===== src/rtl/player_control.sv =====
// player_control: play/pause/next/prev/repeat controller for a note sequencer.
// Tracks the selected song, run enable and the silent gap between songs.
// Every output is a flop, so each response appears one edge after its input.
module player_control #(
  parameter int NUM_SONGS  = 4,
  parameter int SONG_W     = 2,
  parameter int GAP_CYCLES = 1000
) (
  input  logic              clk,
  input  logic              reset,
  input  logic              play_pulse,
  input  logic              next_pulse,
  input  logic              prev_pulse,
  input  logic              mode_pulse,
  input  logic              song_done,
  output logic [SONG_W-1:0] song_sel,
  output logic              playing,
  output logic              restart,
  output logic              repeat_mode,
  output logic [1:0]        state
);

  typedef enum logic [1:0] {
    ST_STOP  = 2'b00,
    ST_PLAY  = 2'b01,
    ST_PAUSE = 2'b10,
    ST_GAP   = 2'b11
  } state_t;

  // Counter holds GAP_CYCLES-1 down to 0, so GAP spans exactly GAP_CYCLES cycles.
  localparam int CNT_W = (GAP_CYCLES > 1) ? $clog2(GAP_CYCLES) : 1;
  localparam logic [SONG_W-1:0] LAST_SONG = SONG_W'(NUM_SONGS - 1);
  localparam logic [CNT_W-1:0]  GAP_LOAD  = CNT_W'(GAP_CYCLES - 1);

  state_t              state_q, state_d;
  logic [SONG_W-1:0]   song_sel_q, song_sel_d;
  logic                playing_q, playing_d;
  logic                restart_q, restart_d;
  logic                repeat_mode_q, repeat_mode_d;
  logic [CNT_W-1:0]    gap_cnt_q, gap_cnt_d;
  logic [SONG_W-1:0]   nav_song;
  logic                nav;

  function automatic logic [SONG_W-1:0] inc_song(input logic [SONG_W-1:0] s);
    return (s == LAST_SONG) ? '0 : s + SONG_W'(1);
  endfunction

  function automatic logic [SONG_W-1:0] dec_song(input logic [SONG_W-1:0] s);
    return (s == '0) ? LAST_SONG : s - SONG_W'(1);
  endfunction

  // Next-state logic; priority play > next > prev > song_done, mode toggles independently.
  always_comb begin
    state_d       = state_q;
    song_sel_d    = song_sel_q;
    restart_d     = 1'b0;
    repeat_mode_d = repeat_mode_q ^ mode_pulse;
    gap_cnt_d     = gap_cnt_q;
    nav           = next_pulse | prev_pulse;
    nav_song      = next_pulse ? inc_song(song_sel_q) : dec_song(song_sel_q);

    case (state_q)
      ST_STOP: begin
        if (play_pulse) begin
          state_d   = ST_PLAY;
          restart_d = 1'b1;
        end else if (nav) begin
          song_sel_d = nav_song;
        end
      end
      ST_PLAY: begin
        if (play_pulse) begin
          state_d = ST_PAUSE;
        end else if (nav) begin
          song_sel_d = nav_song;
          restart_d  = 1'b1;
        end else if (song_done) begin
          state_d   = ST_GAP;
          gap_cnt_d = GAP_LOAD;
        end
      end
      ST_PAUSE: begin
        if (play_pulse) begin
          state_d = ST_PLAY;
        end else if (nav) begin
          song_sel_d = nav_song;
          restart_d  = 1'b1;
        end
      end
      ST_GAP: begin
        if (play_pulse) begin
          state_d   = ST_STOP;
          gap_cnt_d = '0;
        end else if (nav) begin
          state_d    = ST_PLAY;
          song_sel_d = nav_song;
          restart_d  = 1'b1;
          gap_cnt_d  = '0;
        end else if (gap_cnt_q == '0) begin
          // Repeat mode is taken as it stands in the expiry cycle.
          state_d    = ST_PLAY;
          restart_d  = 1'b1;
          song_sel_d = repeat_mode_q ? song_sel_q : inc_song(song_sel_q);
        end else begin
          gap_cnt_d = gap_cnt_q - CNT_W'(1);
        end
      end
      default: begin
        state_d = ST_STOP;
      end
    endcase

    playing_d = (state_d == ST_PLAY);
  end

  // State and output registers with synchronous reset overriding all inputs.
  always_ff @(posedge clk) begin
    if (reset) begin
      state_q       <= ST_STOP;
      song_sel_q    <= '0;
      playing_q     <= 1'b0;
      restart_q     <= 1'b0;
      repeat_mode_q <= 1'b0;
      gap_cnt_q     <= '0;
    end else begin
      state_q       <= state_d;
      song_sel_q    <= song_sel_d;
      playing_q     <= playing_d;
      restart_q     <= restart_d;
      repeat_mode_q <= repeat_mode_d;
      gap_cnt_q     <= gap_cnt_d;
    end
  end

  assign song_sel    = song_sel_q;
  assign playing     = playing_q;
  assign restart     = restart_q;
  assign repeat_mode = repeat_mode_q;
  assign state       = state_q;

endmodule

===== config.mk =====
export PLATFORM = sky130hd
export DESIGN_NAME = player_control
export DESIGN_NICKNAME = d
export VERILOG_FILES = /design/src/rtl/player_control.sv
export SDC_FILE = /design/constraint.sdc
export NUM_CORES = 1
export LEC_CHECK = 0
export CORE_MARGIN = 3
export CORE_UTILIZATION = 46
export DETAILED_ROUTE_END_ITERATION = 8
export PLACE_DENSITY = 0.77
export SLEW_MARGIN = 25
export SYNTH_ARGS = -nofsm -noshare
export SYNTH_HDL_FRONTEND = slang
export SYNTH_SLANG_ARGS = --single-unit

===== constraint.sdc =====
create_clock -name clk -period 2.21 [get_ports clk]
set_input_delay 0.442 -clock clk [delete_from_list [all_inputs] [get_ports clk]]
set_output_delay 0.442 -clock clk [all_outputs]
set_load 0.05 [all_outputs]

==> tab_implementation.tex, run 1 <==
\begin{tabular}{lr}
\hline
Metric & Value \\
\hline
\multicolumn{2}{l}{\textbf{Die}} \\
\quad Die outline height & 58.1 µm \\
\quad Width of the die & 58.1 µm \\
\quad Die area & 3380 µm² \\
\quad Initial standard-cell utilization of the core & 49.6\% \\
\quad Rows & 18 \\
\quad Top-Level Pins & 14 \\
\quad Placeable Area & 2520 µm² \\
\multicolumn{2}{l}{\textbf{Critical path}} \\
\quad Critical path class & flip-flop to flip-flop \\
\quad Crit end category & flip-flop \\
\quad Critical path required time & 2.44 ns \\
\quad Arrival @ worst endpoint & 2.30 ns \\
\quad Launch point of the worst reg-to-reg path & state[1] \\
\quad Critical path fanouts, max & 9 \\
\quad Crit path from & state[1] \\
\quad Critical path launch point type & flip-flop \\
\multicolumn{2}{l}{\textbf{STA}} \\
\quad Max-slew headroom at the worst pin & 66.8\% \\
\quad Hold slack & 0.503 ns \\
\quad Number of pins with negative max-slew slack in the final report & 0 \\
\quad Clock skew & 0.00985 ns \\
\quad Slew @ Worst Pin & 0.497 ns \\
\quad Crit path time final & 2.07 ns \\
\quad Setup repair after global routing missed its margin & no \\
\quad Final Hold Viols & 0 \\
\quad Count of final setup violators & 0 \\
\quad Total negative slack for setup checks & 0 ns \\
\quad Highest Clock Rate & 483 MHz \\
\quad Final period utilization & 93.7\% \\
\multicolumn{2}{l}{\textbf{Clocking}} \\
\quad Number of buffers on the longest clock path & 2 \\
\quad CTS Root Buffer Type & clkbuf\_4 \\
\quad Number of H-tree branching levels & 1 \\
\quad Cts-stage hold buffer count & 0 \\
\quad Source-to-sink clock delay at the later pin of the worst-skew pair & 0.30 ns \\
\quad Number of setup buffers added after CTS & 0 \\
\quad Worst-path clk slew & 0.11 ns \\
\quad CTS sink cnt & 17 \\
\quad Number of clock buffers inserted by TritonCTS & 3 \\
\quad Number of resized instances in the post-cts repair step & 0 \\
\quad TritonCTS clock tree & done \\
\multicolumn{2}{l}{\textbf{Placed design}} \\
\quad Post-detail-place hpwl & 2320 µm \\
\quad Final estimated routing congestion in global placement & 0.891 \\
\quad PortBufs & 13 \\
\multicolumn{2}{l}{\textbf{Synth}} \\
\quad Primary flip-flop cell chosen by synthesis mapping & dfxtp\_1 \\
\quad Portion of the post-synthesis area used by sequential elements & 27.2\% \\
\quad Total of flip-flops plus latches after synthesis & 17 \\
\quad Gate Count Post-Synth & 150 \\
\quad Cell type with the largest total area after synthesis & dfxtp\_1 \\
\quad Synth top area share & 27.2\% \\
\quad Leading post-synthesis cells by cell area & dfxtp\_1 (27\%), ha\_1 (8.0\%), a21oi\_1 (4.0\%) \\
\quad Avg Cell Area, Syn & 8.33 µm² \\
\quad Cell variety after synth & 47 \\
\quad Post-synthesis async set-or-reset flop share & 0\% \\
\quad Yosys warns & 0 \\
\quad Number of nets produced by synthesis & 165 \\
\quad Number of synthesized flops with an enable pin & 0 \\
\quad Cell area after synthesis & 1250 µm² \\
\multicolumn{2}{l}{\textbf{Min path}} \\
\quad Startpoint of the worst hold path & gap\_cnt\_q[4] \\
\quad Worst min path class & flip-flop to flip-flop \\
\multicolumn{2}{l}{\textbf{Cells and area}} \\
\quad Area Growth Syn to Fin & 20.9\% \\
\quad \# nets final & 188 \\
\quad Diodes inserted & 0 \\
\quad Final standard cell utilization of the core & 59.9\% \\
\quad Share of layout cells above drive strength 1 & 17.4\% \\
\quad Number of filler instances in the final layout & 234 \\
\multicolumn{2}{l}{\textbf{Routing}} \\
\quad Total iterations of the first detailed-routing run & 4 \\
\quad Via count normalized by instance count & 6.16 \\
\quad Residual DRC & 0 \\
\quad Detailed Route WL & 3060 µm \\
\quad Remaining antenna violation count after routing & 0 \\
\quad Number of DRC markers after the initial detailed-route iteration & 72 \\
\quad Wire length per cell after detailed routing & 15.1 µm \\
\quad Number of vias after detailed routing & 1,245 \\
\multicolumn{2}{l}{\textbf{Pwr}} \\
\quad Power per unit of standard cell area & 525 nW/µm² \\
\quad Worst IR Drop VDD & 0.000519 V \\
\quad Pleak & 0.000558 µW \\
\multicolumn{2}{l}{\textbf{Global route}} \\
\quad Number of antenna violations at the first check in global routing & 0 \\
\quad Total gr overflow & 0 \\
\quad Overall fraction of global-route tracks in use & 19.8\% \\
\quad Number of global-route vias before repair & 1,206 \\
\quad First-pass GRT wire length & 5240 µm \\
\quad Pin count of the biggest net entering global routing & 21 \\
\multicolumn{2}{l}{\textbf{Run status}} \\
\quad Result of the run & finished clean \\
\multicolumn{2}{l}{\textbf{Flow run}} \\
\quad Number of maximum-capacitance constraint violations & 0 \\
\hline
\end{tabular}
==> worst max-delay path, cell delays in order (launching register included) <==
cell and delay (ns):
dfxtp_1 0.44, ha_1 0.32, nand4bb_1 0.34, or4_4 0.60
and3_4 0.21, o22ai_2 0.09
==> per-stage QoR <==
step / instance area, µm² / worst slack (ns) / std cells / total power (µW)
floorplan: 1250 / 0.0449 / 150 / 538
global placement: 1480 / -0.0327 / 198 / 613
detailed placement: 1480 / -0.0602 / 198 / 623
CTS: 1510 / 0.167 / 202 / 795
global route: 1510 / 0.0498 / 202 / 835
finish: 1510 / 0.139 / 202 / 794
==> registers in the layout, summed over array words and instances, names as in the netlist <==
signal       cells
repeat_mode      1
restart          1
gap_cnt_q       10
state            2
song_sel         2
playing          1
==> routing by layer <==
| layer | wire length (µm) | GRT usage [%] | vias to the layer above |
|---|---|---|---|
| li1 | - | - | 612 |
| met1 | 1350 | 25.6 | 573 |
| met2 | 1440 | 32.6 | 51 |
| met3 | 186 | 2.45 | 9 |
| met4 | 76 | 8.94 | 0 |
| met5 | 0 | 0 | - |
==> power breakdown <==
group	switching, µW	internal, µW
combinational	162	111
sequential	19.2	327
clock	107	67.5
==> Yosys cell counts, types with 2 or more instances <==
master / instances
inv_1: 8
nor3_1: 7
nand2_1: 8
a31oi_1: 5
o21ai_0: 6
dfxtp_1: 17
xnor2_1: 2
ha_1: 8
or2_2: 2
mux2i_1: 2
or4_1: 2
nand2b_1: 4
a211oi_1: 3
o41ai_1: 5
or3b_2: 2
a21oi_1: 10
or3_1: 2
buf_6: 2
o211ai_1: 4
o311ai_0: 2
o31ai_1: 3
clkbuf_1: 5
nand3_1: 6
nor2b_1: 3
nand3b_1: 2
nor2_1: 9
==> logic make-up (layout without fill, tap and decap cells) <==
logic type / Yosys count / after routing / share of synthesized area (%)
multiplexers: 2 / 2 / 1.60
AO/OA/AOI/OAI: 45 / 45 / 25.0
flip-flops: 17 / 17 / 27.2
adder cells (fa/ha/maj): 8 / 8 / 8.01
AND/OR/NAND/NOR: 59 / 59 / 30.2
buffers and inverters: 17 / 39 / 6.51
XOR/XNOR: 2 / 2 / 1.40
==> worst paths after layout <==
kind | depth (start not counted) | endpoint | slack (ns)
hold / removal | 2 | gap_cnt_q[4] | 0.50
setup / recovery | 5 | gap_cnt_q[6] | 0.14
setup reg to reg | 5 | gap_cnt_q[6] | 0.14
hold reg to reg | 2 | gap_cnt_q[4] | 0.50
==> layout by cell type, fill, tap and decap left out, types with 7 or more instances in the layout <==
master | netlist | final
dfxtp_1 | 17 | 17
clkdlybuf4s50_1 | 0 | 13
buf_4 | 0 | 13
a21oi_1 | 10 | 10
nor2_1 | 9 | 9
inv_1 | 8 | 8
nand2_1 | 8 | 8
ha_1 | 8 | 8
nor3_1 | 7 | 7
==> cell type report <==
type / count / area [µm²] / area share, %
inverters: 8 / 30.0 / 1.99
clock buffers: 3 / 22.5 / 1.49
flip-flops and latches: 17 / 340 / 22.5
well taps: 30 / 37.5 / 2.48
multi-input cells: 116 / 828 / 54.8
repair buffers: 27 / 248 / 16.4
clock inverters: 1 / 5.00 / 0.331
(Power assumes the default switching activity.)
==> run 2: changes to the inputs <==
Settings changed: ABC_AREA set to 1, HOLD_SLACK_MARGIN set to 0.12, PLACE_DENSITY 0.77 to 0.78.
==> tab_implementation.tex, run 2 <==
\begin{tabular}{lr}
\hline
Metric & Value \\
\hline
\multicolumn{2}{l}{\textbf{Synth}} \\
\quad Total of flip-flops plus latches after synthesis & 17 (unchanged) \\
\quad Yosys warns & 0 (unchanged) \\
\quad Portion of the post-synthesis area used by sequential elements & 30.7\% (was 27.2\%) \\
\quad Primary flip-flop cell chosen by synthesis mapping & dfxtp\_1 (unchanged) \\
\quad Cell variety after synth & 29 (was 47) \\
\quad Post-synthesis async set-or-reset flop share & 0\% (unchanged) \\
\quad Synth top area share & 30.7\% (was 27.2\%) \\
\quad Cell area after synthesis & 1110 µm² (was 1250 µm²) \\
\quad Gate Count Post-Synth & 159 (was 150) \\
\quad Commonest cells in the synthesized netlist & nand2\_1 (28), inv\_1 (23), nor2\_1 (21) (was dfxtp\_1 (17), a21oi\_1 (10), nor2\_1 (9)) \\
\quad Leading post-synthesis cells by cell area & dfxtp\_1 (31\%), nand2\_1 (9.5\%), ha\_1 (9.0\%) (was dfxtp\_1 (27\%), ha\_1 (8.0\%), a21oi\_1 (4.0\%)) \\
\quad Avg Cell Area, Syn & 6.98 µm² (was 8.33 µm²) \\
\quad Number of synthesized flops with an enable pin & 0 (unchanged) \\
\quad Number of nets produced by synthesis & 174 (was 165) \\
\quad Most common cell in the synthesized netlist & nand2\_1 (was dfxtp\_1) \\
\quad Cell type with the largest total area after synthesis & dfxtp\_1 (unchanged) \\
\multicolumn{2}{l}{\textbf{Cells and area}} \\
\quad Area of all placed cells without fillers & 1300 µm² (was 1510 µm²) \\
\quad Number of filler instances in the final layout & 225 (was 234) \\
\quad Area Growth Syn to Fin & 16.9\% (was 20.9\%) \\
\quad Final standard cell utilization of the core & 57.5\% (was 59.9\%) \\
\quad Register ranked first by flip-flop count & gap\_cnt\_q (unchanged) \\
\quad Max reg flops & 10 (unchanged) \\
\quad Commonest non-fill, non-tap cells in the layout & nand2\_1 (28), inv\_1 (23), nor2\_1 (21) (was dfxtp\_1 (17), clkdlybuf4s50\_1 (13), buf\_4 (13)) \\
\quad Share of layout cells above drive strength 1 & 9.71\% (was 17.4\%) \\
\quad Diodes inserted & 0 (unchanged) \\
\quad \# nets final & 191 (was 188) \\
\quad Most common cell after layout, fill and taps aside & nand2\_1 (was dfxtp\_1) \\
\multicolumn{2}{l}{\textbf{Clocking}} \\
\quad Cts-stage hold buffer count & 0 (unchanged) \\
\quad Number of resized instances in the post-cts repair step & 0 (unchanged) \\
\quad CTS Root Buffer Type & clkbuf\_4 (unchanged) \\
\quad Number of clock buffers inserted by TritonCTS & 3 (unchanged) \\
\quad Number of buffers on the longest clock path & 2 (unchanged) \\
\quad TritonCTS clock tree & done (unchanged) \\
\quad Number of setup buffers added after CTS & 0 (unchanged) \\
\quad CTS sink cnt & 17 (unchanged) \\
\quad Number of H-tree branching levels & 1 (unchanged) \\
\quad Source-to-sink clock delay at the later pin of the worst-skew pair & 0.28 ns (was 0.30 ns) \\
\quad Worst-path clk slew & 0.09 ns (was 0.11 ns) \\
\multicolumn{2}{l}{\textbf{Global route}} \\
\quad Overall fraction of global-route tracks in use & 18.3\% (was 19.8\%) \\
\quad First-pass GRT wire length & 4080 µm (was 5240 µm) \\
\quad Pin count of the biggest net entering global routing & 13 (was 21) \\
\quad Number of global-route vias before repair & 1,007 (was 1,206) \\
\quad Number of antenna violations at the first check in global routing & 0 (unchanged) \\
\quad Total gr overflow & 0 (unchanged) \\
\multicolumn{2}{l}{\textbf{Critical path}} \\
\quad Highest cell delay on the worst timing path & 0.84 ns (was 0.60 ns) \\
\quad Critical path fanouts, max & 6 (was 9) \\
\quad Critical path launch point type & flip-flop (unchanged) \\
\quad Cell count of the worst reg-to-reg path & 7 (was 5) \\
\quad Levels on crit path & 1 (was 5) \\
\quad Launch point of the worst reg-to-reg path & state[1] (unchanged) \\
\quad Arrival @ worst endpoint & 1.56 ns (was 2.30 ns) \\
\quad Critical path class & flip-flop to output port (was flip-flop to flip-flop) \\
\quad Crit end category & output port (was flip-flop) \\
\quad Crit path buf inv count & 1 (was 0) \\
\quad Setup crit end & state[0] (was gap\_cnt\_q[6]) \\
\quad Critical path required time & 1.77 ns (was 2.44 ns) \\
\quad Cell type of the slowest stage on the worst timing path & clkdlybuf4s50\_1 (was or4\_4) \\
\quad Crit path cell chain & clkdlybuf4s50\_1 (was ha\_1, nand4bb\_1, or4\_4, and3\_4, o22ai\_2) \\
\quad Setup slack of the worst register-to-register path & 0.59 ns (was 0.14 ns) \\
\quad Crit path from & state[0] (was state[1]) \\
\quad Cell class contributing the biggest share of worst-path delay & buffers and inverters (was simple AND/OR/NAND/NOR gates) \\
\quad Crit Reg-Reg Endpoint & gap\_cnt\_q[2] (was gap\_cnt\_q[6]) \\
\multicolumn{2}{l}{\textbf{STA}} \\
\quad Count of final setup violators & 0 (unchanged) \\
\quad Final period utilization & 90.8\% (was 93.7\%) \\
\quad Highest Clock Rate & 499 MHz (was 483 MHz) \\
\quad Number of pins with negative max-slew slack in the final report & 0 (unchanged) \\
\quad Clock skew & 0.00201 ns (was 0.00985 ns) \\
\quad Max-slew headroom at the worst pin & 66.6\% (was 66.8\%) \\
\quad Slew @ Worst Pin & 0.499 ns (was 0.497 ns) \\
\quad Setup repair after global routing missed its margin & no (unchanged) \\
\quad Crit path time final & 2.01 ns (was 2.07 ns) \\
\quad Final Hold Viols & 0 (unchanged) \\
\quad Total negative slack for setup checks & 0 ns (unchanged) \\
\multicolumn{2}{l}{\textbf{Die}} \\
\quad Top-Level Pins & 14 (unchanged) \\
\quad Placeable Area & 2250 µm² (was 2520 µm²) \\
\quad Rows & 17 (was 18) \\
\quad Die outline height & 55.1 µm (was 58.1 µm) \\
\quad Width of the die & 55.1 µm (was 58.1 µm) \\
\quad Die area & 3040 µm² (was 3380 µm²) \\
\quad Initial standard-cell utilization of the core & 49.2\% (was 49.6\%) \\
\multicolumn{2}{l}{\textbf{Placed design}} \\
\quad Cell area after placement & 1270 µm² (was 1480 µm²) \\
\quad PortBufs & 13 (unchanged) \\
\quad Post-detail-place hpwl & 1850 µm (was 2320 µm) \\
\quad Final estimated routing congestion in global placement & 0.898 (was 0.891) \\
\multicolumn{2}{l}{\textbf{Routing}} \\
\quad Detailed Route WL & 2320 µm (was 3060 µm) \\
\quad Total iterations of the first detailed-routing run & 4 (unchanged) \\
\quad Number of DRC markers after the initial detailed-route iteration & 25 (was 72) \\
\quad Wire length per cell after detailed routing & 11.4 µm (was 15.1 µm) \\
\quad Residual DRC & 0 (unchanged) \\
\quad Remaining antenna violation count after routing & 0 (unchanged) \\
\quad Number of vias after detailed routing & 1,032 (was 1,245) \\
\quad Via count normalized by instance count & 5.08 (was 6.16) \\
\multicolumn{2}{l}{\textbf{Run status}} \\
\quad Result of the run & finished clean (unchanged) \\
\multicolumn{2}{l}{\textbf{Pwr}} \\
\quad Power per unit of standard cell area & 604 nW/µm² (was 525 nW/µm²) \\
\quad Pleak & 0.000597 µW (was 0.000558 µW) \\
\quad Worst IR Drop VDD & 0.000444 V (was 0.000519 V) \\
\multicolumn{2}{l}{\textbf{Min path}} \\
\quad Worst min path class & flip-flop to flip-flop (unchanged) \\
\quad Startpoint of the worst hold path & gap\_cnt\_q[1] (was gap\_cnt\_q[4]) \\
\multicolumn{2}{l}{\textbf{Flow run}} \\
\quad Number of maximum-capacitance constraint violations & 0 (unchanged) \\
\hline
\end{tabular}
-- run 2: cells by family after synthesis --
group | Yosys count | share of synthesized area (%)
xor+xnor | 4 | 3.16
fa+ha+maj | 8 | 9.02
flops | 17 | 30.7
buf+inv | 27 | 9.69
simple gates | 65 | 28.3
compound gates | 38 | 19.2
-- run 2: worst min-delay path by stage --
stage | slack [ns] | depth (start not counted) | to
finish | 0.52 | 2 | gap_cnt_q[1]
global route | 0.56 | 2 | song_sel[1]
CTS | 0.53 | 2 | gap_cnt_q[1]
detailed placement | 0.51 | 2 | gap_cnt_q[1]
global placement | 0.49 | 2 | song_sel[1]
floorplan | 0.48 | 2 | gap_cnt_q[1]
-- run 2: tightest hold or removal path, cell delays in order, from the launching register on --
cell and delay, ns:
dfxtp_1 0.34, o21ai_1 0.07, nor2_1 0.09
-- run 2: per-stage QoR --
stage,total power (µW),instances,worst slack [ns],hold slack (ns)
final,784,203,0.204,0.523
after floorplan,551,159,0.412,0.476
after detailed placement,630,199,0.180,0.508
after global routing,839,203,0.126,0.560
after global placement,623,199,0.240,0.491
after CTS,792,203,0.192,0.531
-- run 2: cell type report --
type	count	area [µm²]	share of cell area, %
tap	28	35.0	2.70
sequential	17	340	26.2
inverter	26	104	8.00
clock buffer	4	26.3	2.03
multi-input combinational	115	662	51.0
timing repair buffer	13	130	10.0
-- run 2: metal layers --
layer	share of wire, %	track usage [%]
met5	0	0
met4	1.9	8.10
met3	2.8	2.41
met2	49	31.3
met1	46	22.6
-- run 2: power by group --
group          total [µW]  internal (µW)  switching (µW)
logic                 276           98.6             177
registers             350            329            20.4
clock network         158           70.1            88.4
==> run 3: changes to the inputs <==
Clock period 2.21 ns to 1.9 ns, I/O delays scaled along.
==> tab_implementation.tex, run 3 (synthesis results as in run 2) <==
\begin{tabular}{lr}
\hline
Metric & Value \\
\hline
\multicolumn{2}{l}{\textbf{Run status}} \\
\quad Result of the run & finished clean (unchanged) \\
\multicolumn{2}{l}{\textbf{Routing}} \\
\quad Remaining antenna violation count after routing & 0 (unchanged) \\
\quad Via count normalized by instance count & 5.18 (was 5.08) \\
\quad Number of DRC markers after the initial detailed-route iteration & 10 (was 25) \\
\quad Number of vias after detailed routing & 1,077 (was 1,032) \\
\quad Wire length per cell after detailed routing & 11.5 µm (was 11.4 µm) \\
\quad Total iterations of the first detailed-routing run & 4 (unchanged) \\
\quad Residual DRC & 0 (unchanged) \\
\quad Detailed Route WL & 2400 µm (was 2320 µm) \\
\multicolumn{2}{l}{\textbf{STA}} \\
\quad Crit path time final & 1.79 ns \\
\quad Number of pins with negative max-slew slack in the final report & 0 (unchanged) \\
\quad Clock skew & 0.00516 ns (was 0.00201 ns) \\
\quad Count of final setup violators & 0 (unchanged) \\
\quad Final Hold Viols & 0 (unchanged) \\
\quad Total negative slack for setup checks & 0 ns (unchanged) \\
\quad Slew @ Worst Pin & 0.499 ns (about the same) \\
\quad Final period utilization & 94.1\% \\
\quad Max-slew headroom at the worst pin & 66.7\% (was 66.6\%) \\
\quad Highest Clock Rate & 559 MHz \\
\quad Setup repair after global routing missed its margin & no (unchanged) \\
\multicolumn{2}{l}{\textbf{Critical path}} \\
\quad Crit path buf inv count & 1 (unchanged) \\
\quad Highest cell delay on the worst timing path & 0.79 ns (was 0.84 ns) \\
\quad Crit end category & output port (unchanged) \\
\quad Critical path class & flip-flop to output port (unchanged) \\
\quad Crit path cell chain & clkdlybuf4s50\_1 (unchanged) \\
\quad Launch point of the worst reg-to-reg path & state[1] (unchanged) \\
\quad Critical path launch point type & flip-flop (unchanged) \\
\quad Crit Reg-Reg Endpoint & gap\_cnt\_q[1] (was gap\_cnt\_q[2]) \\
\quad Cell type of the slowest stage on the worst timing path & clkdlybuf4s50\_1 (unchanged) \\
\quad Cell count of the worst reg-to-reg path & 7 (unchanged) \\
\quad Cell class contributing the biggest share of worst-path delay & buffers and inverters (unchanged) \\
\quad Arrival @ worst endpoint & 1.41 ns (was 1.56 ns) \\
\quad Critical path fanouts, max & 1 (was 6) \\
\quad Setup slack of the worst register-to-register path & 0.27 ns (was 0.59 ns) \\
\quad Critical path required time & 1.52 ns (was 1.77 ns) \\
\multicolumn{2}{l}{\textbf{Cells and area}} \\
\quad Share of layout cells above drive strength 1 & 13.9\% (was 9.71\%) \\
\quad Total area of multi-input combinational cells & 662 µm² (unchanged) \\
\quad Register ranked first by flip-flop count & gap\_cnt\_q (unchanged) \\
\quad Commonest non-fill, non-tap cells in the layout & nand2\_1 (28), inv\_1 (23), nor2\_1 (21) (unchanged) \\
\quad Final standard cell utilization of the core & 58.9\% (was 57.5\%) \\
\quad Max reg flops & 10 (unchanged) \\
\quad \# nets final & 196 (was 191) \\
\quad Storage element area & 340 µm² (unchanged) \\
\quad Area Growth Syn to Fin & 19.7\% (was 16.9\%) \\
\quad Diodes inserted & 0 (unchanged) \\
\quad Number of filler instances in the final layout & 218 (was 225) \\
\quad Most common cell after layout, fill and taps aside & nand2\_1 (unchanged) \\
\multicolumn{2}{l}{\textbf{Clocking}} \\
\quad Number of setup buffers added after CTS & 0 (unchanged) \\
\quad Worst-path clk slew & 0.10 ns (was 0.09 ns) \\
\quad Number of clock buffers inserted by TritonCTS & 3 (unchanged) \\
\quad TritonCTS clock tree & done (unchanged) \\
\quad CTS Root Buffer Type & clkbuf\_4 (unchanged) \\
\quad Source-to-sink clock delay at the later pin of the worst-skew pair & 0.29 ns (was 0.28 ns) \\
\quad CTS sink cnt & 17 (unchanged) \\
\quad Number of buffers on the longest clock path & 2 (unchanged) \\
\quad Number of H-tree branching levels & 1 (unchanged) \\
\quad Cts-stage hold buffer count & 0 (unchanged) \\
\quad Number of resized instances in the post-cts repair step & 1 (was 0) \\
\multicolumn{2}{l}{\textbf{Die}} \\
\quad Width of the die & 55.1 µm (unchanged) \\
\quad Die area & 3040 µm² (unchanged) \\
\quad Die outline height & 55.1 µm (unchanged) \\
\quad Top-Level Pins & 14 (unchanged) \\
\quad Initial standard-cell utilization of the core & 49.2\% (unchanged) \\
\quad Rows & 17 (unchanged) \\
\quad Placeable Area & 2250 µm² (unchanged) \\
\multicolumn{2}{l}{\textbf{Pwr}} \\
\quad Worst IR Drop VDD & 0.000546 V (was 0.000444 V) \\
\quad Power per unit of standard cell area & 694 nW/µm² (was 604 nW/µm²) \\
\quad Pleak & 0.000643 µW (was 0.000597 µW) \\
\multicolumn{2}{l}{\textbf{Global route}} \\
\quad Overall fraction of global-route tracks in use & 19.0\% (was 18.3\%) \\
\quad Total gr overflow & 0 (unchanged) \\
\quad Number of antenna violations at the first check in global routing & 0 (unchanged) \\
\quad Pin count of the biggest net entering global routing & 13 (unchanged) \\
\quad First-pass GRT wire length & 4180 µm (was 4080 µm) \\
\quad Number of global-route vias before repair & 1,021 (was 1,007) \\
\multicolumn{2}{l}{\textbf{Placed design}} \\
\quad Post-detail-place hpwl & 1870 µm (was 1850 µm) \\
\quad Final estimated routing congestion in global placement & 0.891 (was 0.898) \\
\quad PortBufs & 13 (unchanged) \\
\multicolumn{2}{l}{\textbf{Min path}} \\
\quad Worst Hold Path Cells & 2 (unchanged) \\
\quad Worst min path class & flip-flop to flip-flop (unchanged) \\
\quad Startpoint of the worst hold path & song\_sel[1] (was gap\_cnt\_q[1]) \\
\quad Endpoint with the worst hold slack & song\_sel[1] (was gap\_cnt\_q[1]) \\
\multicolumn{2}{l}{\textbf{Flow run}} \\
\quad Number of maximum-capacitance constraint violations & 0 (unchanged) \\
\hline
\end{tabular}
-- run 3: cell count changes in the layout (fill, tap and decap cells not counted), sizes merged --
cell	delta
buf	+8
dlygate4sd2	+1
clkdlybuf4s50	-5
dlymetal6s2s	+1
-- run 3: through the flow --
stage / cells / hold slack [ns] / setup WS (ns) / total power [µW] / cell area (µm²)
after global placement: 204 / 0.484 / 0.0741 / 728 / 1300
after detailed placement: 204 / 0.489 / -0.00890 / 735 / 1300
after global routing: 208 / 0.567 / 0.0575 / 988 / 1330
after CTS: 208 / 0.513 / 0.0367 / 928 / 1330
final: 208 / 0.503 / 0.112 / 922 / 1330
after floorplan: 159 / 0.449 / 0.102 / 641 / 1110
-- run 3: area by class of cell --
| type | instances | area share, % |
|---|---|---|
| Tap cell | 28 | 2.64 |
| Clock buffer | 4 | 1.98 |
| Timing Repair Buffer | 18 | 12.1 |
| Inverter | 26 | 7.82 |
| Sequential cell | 17 | 25.6 |
| Multi-Input combinational cell | 115 | 49.8 |
-- run 3: where the power goes --
group	total, µW	leakage, µW	internal (µW)	switching [µW]
Clock	196	0.0000150	81.8	114
Sequential	406	0.000139	383	22.7
Combinational	320	0.000489	116	205
Total	922	0.000643	580	342
-- run 3: layer usage --
metal | vias up | track usage, % | wire (µm) | part of all wire [%]
met5 | - | 0 | 0 | 0
met4 | 0 | 8.50 | 46 | 1.9
met2 | 19 | 34.3 | 1160 | 48
met1 | 500 | 21.3 | 1100 | 46
met3 | 6 | 4.02 | 89 | 3.7
li1 | 552 | - | - | -
-- run 3: worst max path at each step --
stage,startpoint,end,slack [ns],cells after the start
2_1_floorplan,state[1],gap_cnt_q[2],0.10,7
6_report,playing,playing,0.11,1
4_1_cts,song_sel[1],song_sel[1],0.04,1
5_1_grt,playing,playing,0.06,1
3_3_place_gp,prev_pulse,gap_cnt_q[1],0.07,10
3_5_place_dp,next_pulse,gap_cnt_q[2],-0.009,10
